[src/rtl/bm_mem_pkg.sv]
// rtl/bm_mem_pkg.sv - shared sizes, load FSM states and err bit indices for bm_mem
package bm_mem_pkg;

  localparam int BM_COL_W      = 256;
  localparam int BM_MEM_DEPTH  = 4;
  localparam int BM_MEM_ADDR_W = 2;
  localparam int HOST_DATA_W   = 32;

  function automatic int words_per_col(input int col_w, input int data_w);
    return (col_w + data_w - 1) / data_w;
  endfunction

  localparam int WORDS_PER_COL = words_per_col(BM_COL_W, HOST_DATA_W);
  localparam int STAGE_W       = WORDS_PER_COL * HOST_DATA_W;
  localparam int WCNT_W        = (WORDS_PER_COL > 1) ? $clog2(WORDS_PER_COL) : 1;

  localparam int ERR_RD  = 0;
  localparam int ERR_COL = 1;
  localparam int ERR_RDY = 2;

  typedef enum logic [1:0] {
    IDLE   = 2'd0,
    FILL   = 2'd1,
    COMMIT = 2'd2
  } ld_state_e;

  function automatic logic col_in_range(input logic [BM_MEM_ADDR_W-1:0] col);
    return int'(col) < BM_MEM_DEPTH;
  endfunction

endpackage

[src/rtl/bm_mem_col_loader.sv]
// rtl/bm_mem_col_loader.sv - host column load FSM, staging register and word counter
module bm_mem_col_loader
  import bm_mem_pkg::*;
(
  input  logic                     clk,
  input  logic                     rstn,
  input  logic                     i_wr_en,
  input  logic [BM_MEM_ADDR_W-1:0] i_wr_col,
  input  logic [HOST_DATA_W-1:0]   i_wr_data,
  input  logic                     i_wr_abort,
  output logic                     o_wr_rdy,
  output logic                     o_col_err,
  output logic                     o_commit,
  output logic [BM_MEM_ADDR_W-1:0] o_commit_col,
  output logic [BM_COL_W-1:0]      o_commit_data
);

  ld_state_e                r_state;
  ld_state_e                w_next;
  logic [BM_MEM_ADDR_W-1:0] r_col;
  logic [WCNT_W-1:0]        r_cnt;
  logic [STAGE_W-1:0]       r_stage;
  logic                     w_first;
  logic                     w_store;
  logic                     w_clear;

  // load state register
  always_ff @(posedge clk or negedge rstn) begin
    if (!rstn) r_state <= IDLE;
    else       r_state <= w_next;
  end

  // next state, ready and staging controls; abort beats a same-cycle word
  always_comb begin
    w_next    = r_state;
    w_first   = 1'b0;
    w_store   = 1'b0;
    w_clear   = 1'b0;
    o_wr_rdy  = 1'b1;
    o_col_err = 1'b0;
    case (r_state)
      IDLE: begin
        if (i_wr_abort) begin
          w_clear = 1'b1;
        end else if (i_wr_en) begin
          w_first = 1'b1;
          w_next  = (WORDS_PER_COL == 1) ? COMMIT : FILL;
        end
      end
      FILL: begin
        if (i_wr_abort) begin
          w_clear = 1'b1;
          w_next  = IDLE;
        end else if (i_wr_en) begin
          if (i_wr_col != r_col) begin
            o_col_err = 1'b1;
            w_clear   = 1'b1;
            w_next    = IDLE;
          end else begin
            w_store = 1'b1;
            if (r_cnt == WCNT_W'(WORDS_PER_COL - 1)) w_next = COMMIT;
          end
        end
      end
      COMMIT: begin
        o_wr_rdy = 1'b0;
        w_next   = IDLE;
      end
      default: w_next = IDLE;
    endcase
  end

  // staging register, latched column and word index
  always_ff @(posedge clk or negedge rstn) begin
    if (!rstn) begin
      r_col   <= '0;
      r_cnt   <= '0;
      r_stage <= '0;
    end else if (w_clear) begin
      r_cnt   <= '0;
      r_stage <= '0;
    end else if (w_first) begin
      r_col                      <= i_wr_col;
      r_cnt                      <= WCNT_W'(1);
      r_stage                    <= '0;
      r_stage[HOST_DATA_W-1:0]   <= i_wr_data;
    end else if (w_store) begin
      r_stage[int'(r_cnt) * HOST_DATA_W +: HOST_DATA_W] <= i_wr_data;
      r_cnt <= r_cnt + 1'b1;
    end
  end

  assign o_commit      = (r_state == COMMIT);
  assign o_commit_col  = r_col;
  assign o_commit_data = r_stage[BM_COL_W-1:0];

endmodule

[src/rtl/bm_mem.sv]
// rtl/bm_mem.sv - bitmatrix column memory with host loader; BM_MEM_RD_OUT_REG_EN adds a read output stage
module bm_mem
  import bm_mem_pkg::*;
(
  input  logic                     clk,
  input  logic                     rstn,
  input  logic                     eng_rstn,
  input  logic                     bm_cntl_bm_mem_rd_rq,
  input  logic [BM_MEM_ADDR_W-1:0] bm_cntl_bm_mem_rd_addr,
  output logic [BM_COL_W-1:0]      bm_mem_bm_cntl_rd_data,
  output logic                     bm_mem_bm_cntl_rd_data_val,
  input  logic                     host_bm_mem_wr_en,
  input  logic [BM_MEM_ADDR_W-1:0] host_bm_mem_wr_col,
  input  logic [HOST_DATA_W-1:0]   host_bm_mem_wr_data,
  input  logic                     host_bm_mem_wr_abort,
  output logic                     bm_mem_host_wr_rdy,
  output logic [BM_MEM_DEPTH-1:0]  bm_mem_col_valid,
  input  logic                     host_bm_mem_err_clr,
  output logic [2:0]               bm_mem_err
);

  logic [BM_COL_W-1:0]      r_mem [BM_MEM_DEPTH];
  logic [BM_MEM_DEPTH-1:0]  r_col_valid;
  logic [2:0]               r_err;
  logic [2:0]               w_err_set;
  logic [BM_COL_W-1:0]      r_rd_data;
  logic                     r_rd_val;
  logic                     w_rd_req;
  logic                     w_rd_ok;
  logic                     w_wr_ok;
  logic                     w_commit;
  logic                     w_col_err;
  logic [BM_MEM_ADDR_W-1:0] w_commit_col;
  logic [BM_COL_W-1:0]      w_commit_data;

  bm_mem_col_loader u_loader (
    .clk           (clk),
    .rstn          (rstn),
    .i_wr_en       (host_bm_mem_wr_en),
    .i_wr_col      (host_bm_mem_wr_col),
    .i_wr_data     (host_bm_mem_wr_data),
    .i_wr_abort    (host_bm_mem_wr_abort),
    .o_wr_rdy      (bm_mem_host_wr_rdy),
    .o_col_err     (w_col_err),
    .o_commit      (w_commit),
    .o_commit_col  (w_commit_col),
    .o_commit_data (w_commit_data)
  );

  assign w_rd_req = bm_cntl_bm_mem_rd_rq && eng_rstn;
  assign w_rd_ok  = col_in_range(bm_cntl_bm_mem_rd_addr);
  assign w_wr_ok  = col_in_range(w_commit_col);

  // new error events this cycle
  always_comb begin
    w_err_set          = '0;
    w_err_set[ERR_RD]  = (w_rd_req && (!w_rd_ok || !r_col_valid[bm_cntl_bm_mem_rd_addr]))
                         || (w_commit && !w_wr_ok);
    w_err_set[ERR_COL] = w_col_err;
    w_err_set[ERR_RDY] = host_bm_mem_wr_en && !bm_mem_host_wr_rdy;
  end

  // column array and loaded flags, written only by a commit
  always_ff @(posedge clk or negedge rstn) begin
    if (!rstn) begin
      for (int i = 0; i < BM_MEM_DEPTH; i++) r_mem[i] <= '0;
      r_col_valid <= '0;
    end else if (w_commit && w_wr_ok) begin
      r_mem[w_commit_col]       <= w_commit_data;
      r_col_valid[w_commit_col] <= 1'b1;
    end
  end

  // first read stage; a same-cycle commit is not visible until the next read
  always_ff @(posedge clk or negedge rstn) begin
    if (!rstn) begin
      r_rd_data <= '0;
      r_rd_val  <= 1'b0;
    end else if (w_rd_req) begin
      r_rd_data <= w_rd_ok ? r_mem[bm_cntl_bm_mem_rd_addr] : '0;
      r_rd_val  <= 1'b1;
    end else begin
      r_rd_val  <= 1'b0;
    end
  end

  // sticky error flags; a new error wins over a same-cycle clear
  always_ff @(posedge clk or negedge rstn) begin
    if (!rstn) r_err <= '0;
    else       r_err <= (host_bm_mem_err_clr ? 3'b000 : r_err) | w_err_set;
  end

`ifdef BM_MEM_RD_OUT_REG_EN
  logic [BM_COL_W-1:0] r_rd_data_q;
  logic                r_rd_val_q;

  // second read stage; engine soft reset flushes it together with the first
  always_ff @(posedge clk or negedge rstn) begin
    if (!rstn) begin
      r_rd_data_q <= '0;
      r_rd_val_q  <= 1'b0;
    end else begin
      r_rd_val_q <= eng_rstn && r_rd_val;
      if (eng_rstn && r_rd_val) r_rd_data_q <= r_rd_data;
    end
  end

  assign bm_mem_bm_cntl_rd_data     = r_rd_data_q;
  assign bm_mem_bm_cntl_rd_data_val = r_rd_val_q;
`else
  assign bm_mem_bm_cntl_rd_data     = r_rd_data;
  assign bm_mem_bm_cntl_rd_data_val = r_rd_val;
`endif

  assign bm_mem_col_valid = r_col_valid;
  assign bm_mem_err       = r_err;

endmodule

[config.mk]
export PLATFORM = sky130hd
export DESIGN_NAME = bm_mem
export DESIGN_NICKNAME = d
export VERILOG_FILES = /design/src/rtl/bm_mem_pkg.sv /design/src/rtl/bm_mem_col_loader.sv /design/src/rtl/bm_mem.sv
export SDC_FILE = /design/constraint.sdc
export NUM_CORES = 2
export LEC_CHECK = 0
export ABC_AREA = 1
export CAP_MARGIN = 30
export CORE_ASPECT_RATIO = 1.2
export CORE_MARGIN = 2
export CORE_UTILIZATION = 45
export DETAILED_ROUTE_END_ITERATION = 10
export PLACE_DENSITY = 0.73
export SLEW_MARGIN = 5
export SYNTH_ARGS = -nofsm -noshare
export SYNTH_HDL_FRONTEND = slang
export SYNTH_SLANG_ARGS = --single-unit
[constraint.sdc]
create_clock -name clk -period 2.1 [get_ports clk]
set_input_delay 0.42 -clock clk [delete_from_list [all_inputs] [get_ports clk]]
set_output_delay 0.42 -clock clk [all_outputs]
set_load 0.01 [all_outputs]
==> flow_metrics.tcl <==
set metrics [dict create \
    yosys.area.top_type_share_pct 60.5 \
    finClkSkew_ns 0.0332 \
    synth_common_cells "o21ai_0, nand2_1, dfrtp_1" \
    fin_nets 7769 \
    multiInputGateArea_mm2 0.0220 \
    p_total_w 0.0676 \
    yosysTopAreaCell "dfrtp_1" \
    ys.flop_type "dfrtp_1" \
    routabilityCongestion 0.951 \
    antenna_found_initial 12 \
    fmax_mhz 483 \
    maxSlewHeadroom_pct 57.7 \
    insertion_delay_ns 0.80 \
    die_h_um 417 \
    synth-compound-area-share_pct 15.8 \
    grtUsageTotal_pct 27.1 \
    final_area_mm2 0.0762 \
    synthTopCellsByArea "dfrtp_1, o21ai_0, nand2_1" \
    syn_avg_cell_area_um2 8.56 \
    areaGrowthSynthToFinish_pct 18.9 \
    yosysMostFrequentCell "o21ai_0" \
    synth_area_mm2 0.0641 \
    drive_above_1_share_pct 8.05 \
    synth_fp_nets 7533 \
    grt_overflow 0 \
    ys_ff_latch 1551 \
    synth_seq_area_share_pct 60.5 \
    cp-start-kind "register" \
    hold_class "input pin to register" \
    maxSlewViolCount 0 \
    path_class "register to register" \
    synthDistinctLibCells 25 \
    fin_hold_ws_ns 0.127 \
    routed_via_density 5.60 \
    drc_errors 0 \
    drt_iter0_drc 5935 \
    fillers 12487 \
    path_max_fanout 15 \
    p_leak_nw 34.5 \
    vias 54195 \
    p_per_area_mw_per_mm2 887 \
    core_mm2 0.141 \
    cp.required_ns 2.76 \
    wl_mm 198 \
    ioPinCount 308 \
    routedWlPerCell_um 20.4 \
    post-route-period-util_pct 98.6 \
    grt_max_degree 113 \
    finalHoldViolCount 0 \
    port_buffers 307 \
    cts_tree "built" \
    dp_hpwl_mm 131 \
    synthSimpleGateAreaFrac_pct 18.2 \
    synth_edf_count 0 \
    fin_cells 9684 \
    grt_pass1_vias 52176 \
    synth_fa_ha_area_share_pct 0.0976 \
    vdd_ir_drop_max_uv 694 \
    ys_async_sr_fraction_pct 100 \
    synth_top_family_by_area "simple AND/OR/NAND/NOR gates" \
    ff_latch_area_mm2 0.0389 \
    dr.pass1.iters 6 \
    ys.warnings.count 0 \
    ant_nets 0 \
    period_needed_ns 2.07 \
    die-area_mm2 0.146 \
    grt_pass1_wl_mm 307 \
    numCtsBuffers 153 \
    cts.sink_count 1551 \
    die_w_um 349 \
    dp_cells 9383 \
    rsz0062_at_grt "true" \
    maxCapViolations 0 \
    clkSlewWorstSetupHoldPaths_ns 0.06 \
    placed_cell_area_mm2 0.0711 \
    endpoint_kind "register" \
    h-tree-depth 4 \
    status "complete, no violations" \
    synth_xor_xnor_area_share_pct 0.0254 \
    cp.arrival_ns 2.73 \
    synthMuxAreaShare_pct 0 \
    synth_cells 7485 \
    initial_utilization_pct 45.4 \
    worstMarginPinSlew_ns 0.635 \
    cts_buffer_depth 3 \
    clockRootBuffer "clkbuf_16" \
    setup_viol 0 \
    num_rows 151 \
]
[placed cells by master (no fill, tap or decap), drive strengths merged]
| cell | n |
|---|---|
| o21ai | 1611 |
| nand2 | 1560 |
| dfrtp | 1551 |
| nor2 | 1503 |
| inv | 368 |
| buf | 298 |
| dlygate4sd2 | 263 |
| a31oi | 256 |
| clkbuf | 224 |
| a21oi | 90 |
| clkdlybuf4s50 | 39 |
| clkinv | 34 |
| nand3 | 16 |
| clkinvlp | 7 |
| diode | 5 |
| nand4 | 5 |
| bufinv | 5 |
| ha | 5 |
| o22ai | 2 |
| dlygate4sd3 | 2 |
| xnor2 | 1 |
| o21a | 1 |
| nor3 | 1 |
| dlymetal6s2s | 1 |
[worst max-delay path: stages, from the launching register on]
cell and delay [ns]:
dfrtp_1 0.43, inv_1 0.14, ha_1 0.26, inv_1 0.10
nand3_1 0.09, nor2_1 0.15, inv_1 0.09, nor2_4 0.13
buf_12 0.14, buf_4 0.12, nor2_4 0.04, buf_12 0.14
nand2_1 0.05, nand2_1 0.05
[layout make-up]
class                           instances  share of cell area (%)
Antenna cell                            5                  0.0164
Clock buffer                          223                    5.88
Clock inverter                         54                   0.720
Inverter                              360                    1.81
Multi-Input combinational cell       5051                    28.9
Sequential cell                      1551                    51.0
Tap cell                             1836                    3.01
Timing Repair Buffer                  604                    8.66
[cells by family after synthesis]
group / after synthesis
AND/OR/NAND/NOR: 3084
AO/OA/AOI/OAI: 1960
flip-flops: 1551
buffers and inverters: 884
adder cells (fa/ha/maj): 5
XOR/XNOR: 1
[worst paths after layout]
| kind | start | end | slack, ns | cells after the start |
|---|---|---|---|---|
| worst max-delay path | u_loader.r_cnt[2] | u_loader.o_commit_data[46] | 0.03 | 13 |
| worst max register to register | u_loader.r_cnt[2] | u_loader.o_commit_data[46] | 0.03 | 13 |
| max in group asynchronous | rstn | r_mem[612] | 0.96 | 3 |
| min in group asynchronous | rstn | u_loader.o_commit_data[153] | 0.19 | 2 |
| worst min register to register | r_mem[22] | r_mem[22] | 0.48 | 2 |
| worst min-delay path | bm_cntl_bm_mem_rd_addr[0] | bm_mem_bm_cntl_rd_data[67] | 0.13 | 5 |
[per-stage QoR]
stage                     utilization, %  setup WS [ns]  setup TNS [ns]
final                               53.9         0.0289               0
after global routing                53.9        -0.0793           -1.89
after CTS                           53.8        -0.0180         -0.0180
after detailed placement            50.3         -0.534          -73.05
after global placement              50.3         -0.498          -71.25
after floorplan                        -        -0.0232          -0.465
[timing repair]
item,in CTS,in global routing
resized for setup,329,22
pin swaps,2,8
setup endpoints to repair,333,244
gates cloned,3,1
setup buffers,6,7
hold endpoints to repair,675,0
hold buffers,2,0
[power by group]
group          switching [W]  total [W]  internal (W)
Sequential           0.00118     0.0323        0.0311
Combinational        0.00506    0.00786       0.00280
Clock                 0.0119     0.0275        0.0155
Total                 0.0182     0.0676        0.0495
[state kept, by name, summed over array words and instances, names as in the netlist]
name,cells
bm_mem_bm_cntl_rd_data_val,1
u_loader.r_cnt,3
bm_mem_bm_cntl_rd_data,256
r_mem,1024
u_loader.o_commit_data,256
u_loader.o_commit_col,2
u_loader.r_state,2
bm_mem_err,3
bm_mem_col_valid,4
[layer usage]
| layer | routed length (um) | global-route usage [%] | share of wire (%) |
|---|---|---|---|
| met5 | 69 | 0 | 0.035 |
| met1 | 79400 | 36.6 | 40 |
| met2 | 88300 | 40.9 | 45 |
| met3 | 17900 | 5.46 | 9.1 |
| met4 | 12200 | 15.6 | 6.1 |
(Power assumes the default switching activity.)
